$ cat src/rtl/qam16_demod_buf.sv
// 16-QAM hard-decision demapper: slices signed 4-bit I/Q samples, Gray-demaps them,
// buffers symbols in a FIFO and hands them downstream as I-then-Q dibits.
module qam16_demod_buf #(
  parameter int DEPTH = 8,
  parameter int CNT_W = 16
) (
  input  logic                     clk,
  input  logic                     reset,
  input  logic                     in_valid,
  input  logic [3:0]               I_in,
  input  logic [3:0]               Q_in,
  input  logic                     out_ready,
  output logic                     out_valid,
  output logic [1:0]               dibit_out,
  output logic [$clog2(DEPTH):0]   fifo_level,
  output logic [CNT_W-1:0]         offgrid_cnt,
  output logic                     overflow
);

  localparam int AW = $clog2(DEPTH);
  localparam logic [AW:0]      FULL_LVL = (AW+1)'(DEPTH);
  localparam logic [AW:0]      LVL_ONE  = (AW+1)'(1);
  localparam logic [AW-1:0]    PTR_ONE  = AW'(1);
  localparam logic [CNT_W-1:0] CNT_ONE  = CNT_W'(1);
  localparam logic [CNT_W-1:0] CNT_MAX  = '1;

  // Gray mapping of the nearest level: -3 -> 00, -1 -> 01, +1 -> 11, +3 -> 10.
  function automatic logic [1:0] slice_lvl(input logic signed [3:0] v);
    if (v < -4'sd2)      return 2'b00;
    else if (v < 4'sd0)  return 2'b01;
    else if (v < 4'sd2)  return 2'b11;
    else                 return 2'b10;
  endfunction

  function automatic logic on_grid(input logic signed [3:0] v);
    return (v == -4'sd3) || (v == -4'sd1) || (v == 4'sd1) || (v == 4'sd3);
  endfunction

  function automatic logic [CNT_W-1:0] sat_inc(input logic [CNT_W-1:0] c);
    return (c == CNT_MAX) ? c : c + CNT_ONE;
  endfunction

  logic signed [3:0] i_p1, q_p1;
  logic              vld_p1;
  logic [3:0]        sym_p1;
  logic              offgrid_p1;

  logic [3:0]        mem [DEPTH];
  logic [AW-1:0]     wr_ptr, rd_ptr;
  logic              phase;
  logic              pop, wr_en, full;
  logic [3:0]        head;

  // ---- stage 1: sample capture ----
  always_ff @(posedge clk) begin
    if (in_valid) begin
      i_p1 <= $signed(I_in);
      q_p1 <= $signed(Q_in);
    end
  end

  always_ff @(posedge clk or negedge reset) begin
    if (!reset) vld_p1 <= 1'b0;
    else        vld_p1 <= in_valid;
  end

  // ---- stage 2: slice, count off-grid, write FIFO ----
  assign sym_p1     = {slice_lvl(i_p1), slice_lvl(q_p1)};
  assign offgrid_p1 = !(on_grid(i_p1) && on_grid(q_p1));

  assign full      = (fifo_level == FULL_LVL);
  assign out_valid = (fifo_level != '0);
  assign pop       = out_valid && out_ready && phase;
  // A full FIFO still accepts when the head leaves on the same edge.
  assign wr_en     = vld_p1 && (!full || pop);

  always_ff @(posedge clk) begin
    if (wr_en) mem[wr_ptr] <= sym_p1;
  end

  always_ff @(posedge clk or negedge reset) begin
    if (!reset) begin
      wr_ptr      <= '0;
      rd_ptr      <= '0;
      fifo_level  <= '0;
      phase       <= 1'b0;
      offgrid_cnt <= '0;
      overflow    <= 1'b0;
    end else begin
      if (wr_en) wr_ptr <= wr_ptr + PTR_ONE;
      if (pop)   rd_ptr <= rd_ptr + PTR_ONE;
      case ({wr_en, pop})
        2'b10:   fifo_level <= fifo_level + LVL_ONE;
        2'b01:   fifo_level <= fifo_level - LVL_ONE;
        default: fifo_level <= fifo_level;
      endcase
      if (out_valid && out_ready) phase <= !phase;
      if (vld_p1 && offgrid_p1)   offgrid_cnt <= sat_inc(offgrid_cnt);
      if (vld_p1 && !wr_en)       overflow <= 1'b1;
    end
  end

  // ---- output: first-word-fall-through serialiser ----
  assign head      = mem[rd_ptr];
  assign dibit_out = out_valid ? (phase ? head[1:0] : head[3:2]) : 2'b00;

endmodule

$ cat config.mk
export PLATFORM = sky130hd
export DESIGN_NAME = qam16_demod_buf
export DESIGN_NICKNAME = d
export VERILOG_FILES = /design/src/rtl/qam16_demod_buf.sv
export SDC_FILE = /design/constraint.sdc
export NUM_CORES = 1
export LEC_CHECK = 0
export BUFFER_PORTS_ARGS = -buffer_cell sky130_fd_sc_hd__buf_2
export CAP_MARGIN = 20
export CORE_MARGIN = 5
export CORE_UTILIZATION = 25
export DETAILED_ROUTE_END_ITERATION = 7
export GPL_TIMING_DRIVEN = 0
export PLACE_DENSITY = 0.52
export SLEW_MARGIN = 20
export SYNTH_ARGS = -nofsm -noshare
export SYNTH_HDL_FRONTEND = slang
export SYNTH_SLANG_ARGS = --single-unit
$ cat constraint.sdc
create_clock -name clk -period 6 [get_ports clk]
set_input_delay 1.2 -clock clk [delete_from_list [all_inputs] [get_ports clk]]
set_output_delay 1.2 -clock clk [all_outputs]
set_load 0.02 [all_outputs]
# ---- After elaboration in Yosys (flattened, before gate mapping)
# Memories as Yosys holds them, arrays and structs flattened.
# Cells that the tools add are included.
dict set report word_totals {
  ff_bits 37
  mem_bits_rw 32
  inputBits 12
  out_inout_bits 24
  elab_cells 65
  n_memories 1
}
dict set report op_classes {
  n_addsub 5
  n_lt_le_gt_ge 6
  eq_ne 12
  muxes 11
  n_bitwise 1
  reduce_logical 20
}
# memory depth word_bits rd rd_clocked_by_memory_dff write_ports line
set memory_table {}
lappend memory_table {mem 8 4 1 0 1 48} ;# logic [3:0] mem [DEPTH];
# operator n
set ops {}
lappend ops {{adder 16 x 1 -> 16 bit, second input constant} 1}
lappend ops {{== test 16 bit, second input constant} 1}
lappend ops {{== test 4 x 3 -> 1 bit, second input constant} 4}
lappend ops {{2-to-1 mux 2 bit} 6}
lappend ops {{== test 4 x 1 -> 1 bit, second input constant} 2}
lappend ops {{== test 4 x 2 -> 1 bit, second input constant} 2}
lappend ops {{< comparator 4 x 1 -> 1 bit, second input constant} 2}
lappend ops {{< comparator 4 x 2 -> 1 bit, second input constant} 2}
lappend ops {{< comparator 4 x 3 -> 1 bit, second input constant} 2}
lappend ops {{case mux 4 bit (2 select lines)} 1}
lappend ops {{logical OR 1 bit} 7}
lappend ops {{adder 3 x 1 -> 3 bit, second input constant} 2}
lappend ops {{logical AND 1 bit} 6}
lappend ops {{adder 4 x 1 -> 4 bit, second input constant} 1}
lappend ops {{== test 4 bit, second input constant} 1}
lappend ops {{logical NOT 1 bit} 4}
lappend ops {{2-to-1 mux 1 bit} 4}
lappend ops {{nonzero test 4 bit} 1}
lappend ops {{subtractor 4 x 1 -> 4 bit, second input constant} 1}
lappend ops {{== test 2 x 1 -> 1 bit, second input constant} 1}
lappend ops {{== test 2 bit, second input constant} 1}
lappend ops {{AND reduction 2 bit} 1}
lappend ops {{nonzero test 2 bit} 1}
lappend ops {{inverter 1 bit} 1}

# ---- Depth between registers and ports, before layout
dict set report logic_depth {
  word_depth 8
  depth_mapped 12
  depth_no_buf 11
}

# ---- Worst setup path before layout
# OpenSTA, ideal clock, no wires.
dict set report synth_timing {
  path_type {register to output}
  start {register rd_ptr[0]}
  end {output dibit_out[0]}
  t_arrival_ns 1.640
  required_time_ns 4.800
  setup_slack_ns 3.160
  stages_incl_launch_ff 6
  path_buffers 1
  path_cell_list {dfrtp_1 buf_2 mux4_2 nor2b_1 a211oi_1 a211oi_1}
}
dict set report synth_between {
  elab_chain_len 3
}
# element line
set synth_lines {}
lappend synth_lines {{start: declaration} 49} ;# logic [AW-1:0] wr_ptr, rd_ptr;
lappend synth_lines {{start signal: assignment} 91} ;# if (pop) rd_ptr <= rd_ptr + PTR_ONE;
lappend synth_lines {{memory (8 x 4 bit)} --}
lappend synth_lines {{2-to-1 mux 2 bit (2 in series)} 105} ;# assign dibit_out = out_valid ? (phase ? head[1:0] : head[3:2]) : 2'b00;
lappend synth_lines {{end: declaration} 14} ;# output logic [1:0] dibit_out,
# No other way between the ends.

# ---- Worst setup path after layout
dict set report layout_timing {
  start {register rd_ptr[0]}
  end {output dibit_out[1]}
}
# Same word-level chain as after synthesis.

==> flow_summary.yaml <==
timing:
  fin_tns_setup_ns: 0
  max_freq_mhz: 293
  max_slew.worst_pin.slew_ns: 0.919
  max_slew_margin_pct: 38.2
  finClkSkew_ns: 0.00751
  hold_violations: 0
  setup_viol: 0
  layout_setup_ws_ns: 2.59
  rsz0062_at_grt: "no"
  hold_ws_ns: 0.494
  fin_crit_ns: 3.41
  fin_crit_sh_pct: 56.8
  slew_viol_final: 0
cts:
  tritoncts: "done"
  htreeDepth: 3
  cts_buffer_depth: 2
  post_cts_buffers: 0
  clk_pin_slew_ns: 0.05
  ctsHoldBuffers: 0
  post_cts_resized: 0
  root_buffer: "clkbuf_16"
  clock-sinks: 69
  cts_buffers: 9
  insertion_delay_ns: 0.32
pwr:
  powerDensity_mw_per_mm2: 477
  comb_power_share_pct: 29.3
  switching_share_pct: 32.5
  leakagePower_nw: 1.40
  internal_power_mw: 1.16
  power_frac_clock_pct: 29.6
  switching_power_uw: 557
  peakVddDrop_v: 0.000139
  power_mw: 1.72
  pwr-share-seq_pct: 41.0
placement:
  place_hpwl_um: 3940
  placedInstanceArea_mm2: 0.00332
  numPortBuffers: 35
  placed_cells: 384
  pre_cts_ws_ns: 2.82
  place_congestion: 0.715
yosys:
  yosys-mux-area-fraction_pct: 8.28
  yosysWarnings: 0
  synthSimpleGateAreaFrac_pct: 11.1
  syn_area_mm2: 0.00296
  synthXorXnorAreaFrac_pct: 7.69
  synth_top_family_by_area: "simple AND/OR/NAND/NOR gates"
  ys_seq_area_share_pct: 65.1
  syn_area_per_cell_um2: 14.4
  yosys.cell_types.count: 33
  synth_compound_area_share_pct: 2.79
  syn_nets: 226
  syn_inst: 206
  synth_adder_area_share_pct: 3.38
  synth_seq_cells: 69
global_routing:
  grt_antenna_before_repair: 0
  grt_pass1_wl_um: 8760
  track_usage_pct: 7.83
  globalRouteOverflowTotal: 0
  grt_pass1_vias: 1732
  grt_max_degree: 30
finish:
  final.fill_count: 1159
  n_antenna_cell: 0
  drive_gt1_share_pct: 24.5
  layout.nets: 272
  stdcell_count: 400
  fin_area_mm2: 0.00360
  final_core_util_pct: 31.3
  areaGrowthSynthToFinish_pct: 21.5
detailed_routing:
  ant_nets: 0
  drt_iter0_markers: 50
  vias: 1731
  drc: 0
  wl_um: 5370
  vias_per_cell: 4.33
  dr.pass1.iters: 4
  detail_route.wl_per_cell_um: 13.4
floorplanning:
  die-area_mm2: 0.0141
  die_x_um: 119
  start_util_pct: 25.7
  core_mm2: 0.0115
  fp.dieH_um: 119
  rows: 39
  ios: 36
flow_run:
  maxCapViolCount: 0
setup_path:
  cp_slowest_cell: "mux4_2"
  cp_top_family: "multiplexers"
  crit_arrival_ns: 2.21
  critPathCaptureType: "output port"
  crit_buf_inv: 2
  max_stage_delay_ns: 0.57
  critPathRequiredTime_ns: 4.80
  crit_fanout: 9
  reg2reg_setup_slack_ns: 3.20
  path_cells: "buf_2 > mux4_2 > nor2b_1 > a211oi_1 > a211oi_1 > buf_2"
  critPathLaunchType: "flip-flop"
  worstSetupPathType: "reg2out"
status:
  status: "complete, no violations"
hold_path:
  hp-class: "reg2reg"
-- worst register-to-register path, delay by kind of cell, from the launching register on --
family	cells	cell delay, ns
buffers and inverters	1	0.18
AOI/OAI and AO/OA	1	0.15
DFF	1	0.37
adders and majority gates	2	0.52
xor gates and xnor gates	3	0.47
and+or+nand+nor	3	0.98
-- path summary, 6_finish.rpt --
kind / cells past startpoint / from / endpoint
min in group asynchronous: 1 / reset / offgrid_cnt[0]$_DFFE_PN0P_
worst max register to register: 10 / fifo_level[1]$_DFFE_PN0P_ / fifo_level[2]$_DFFE_PN0P_
worst max-delay path: 6 / rd_ptr[0]$_DFFE_PN0P_ / dibit_out[1]
worst min-delay path: 1 / offgrid_cnt[15]$_DFFE_PN0P_ / offgrid_cnt[15]$_DFFE_PN0P_
max in group asynchronous: 1 / reset / phase$_DFFE_PN0N_
worst min register to register: 1 / offgrid_cnt[15]$_DFFE_PN0P_ / offgrid_cnt[15]$_DFFE_PN0P_
-- routing by layer --
layer / routed length, µm / track usage [%] / vias up
met2: 2480 / 12.2 / 27
li1: - / - / 854
met1: 2660 / 10.4 / 842
met4: 80 / 3.33 / 0
met5: 0 / 0 / -
met3: 154 / 1.99 / 8
-- flip-flops by register name, indices dropped and copies added, names as in the netlist --
signal	count
mem	32
offgrid_cnt	16
fifo_level	4
i_p1	4
q_p1	4
rd_ptr	3
wr_ptr	3
overflow	1
phase	1
vld_p1	1
-- power by group through the flow --
stage	Clock [mW]	Sequential, mW	Combinational, mW
floorplan	0	0.744	0.330
global placement	0	0.710	0.507
detailed placement	0	0.716	0.517
CTS	0.517	0.707	0.519
global route	0.541	0.721	0.561
finish	0.509	0.705	0.504
-- area by class of cell --
cell class	instances	area, µm²	share of cell area [%]
buffer	5	27.5	0.765
tap	143	179	4.97
clock buffer	12	236	6.57
timing repair buffer	35	175	4.87
inverter	6	22.5	0.626
sequential	69	1930	53.5
multi-input combinational	126	985	27.4
clock inverter	4	47.5	1.32
-- kinds of logic (layout without fill, tap and decap cells) --
group / after synthesis / in the layout
AOI/OAI and AO/OA: 11 / 11
xor gates and xnor gates: 26 / 26
adders and majority gates: 8 / 8
buffers and inverters: 11 / 62
DFF: 69 / 69
muxes: 14 / 14
and+or+nand+nor: 67 / 67
-- layout by cell type (no fill, tap or decap), types with 3 or more instances in the layout --
master / netlist / final
nand2_1: 15 / 15
nand3_1: 9 / 9
clkbuf_16: 0 / 9
nand2b_1: 3 / 3
ha_1: 8 / 8
mux2_2: 4 / 4
xnor2_1: 18 / 18
clkbuf_1: 3 / 6
nand4_1: 7 / 7
nor3_1: 8 / 8
mux4_2: 8 / 8
dfrtp_1: 29 / 29
buf_2: 1 / 36
xor2_1: 8 / 8
nor2_1: 15 / 15
a211oi_1: 5 / 5
inv_1: 6 / 6
edfxtp_1: 40 / 40
-- synth_stat cells, drive strengths merged --
library cell	instances	area, µm²
a211oi	5	37.5
a21oi	1	5.00
a41o	1	10.0
and2	1	6.26
and3	1	6.26
and4	1	8.76
buf	2	16.3
clkbuf	3	11.3
dfrtp	29	726
edfxtp	40	1200
ha	8	100
inv	6	22.5
mux2	4	45.0
mux2i	2	20.0
mux4	8	180
nand2	15	56.3
nand2b	3	18.8
nand3	9	45.0
nand3b	1	7.51
nand4	7	43.8
nor2	15	56.3
nor2b	2	12.5
nor3	8	40.0
nor3b	1	7.51
nor4	2	12.5
o21a	1	8.76
o21ai	1	5.00
o31a	1	8.76
o31ai	1	7.51
or4	1	7.51
xnor2	18	158
xor2	8	70.1
No activity file was read; power rests on OpenSTA's default activity.
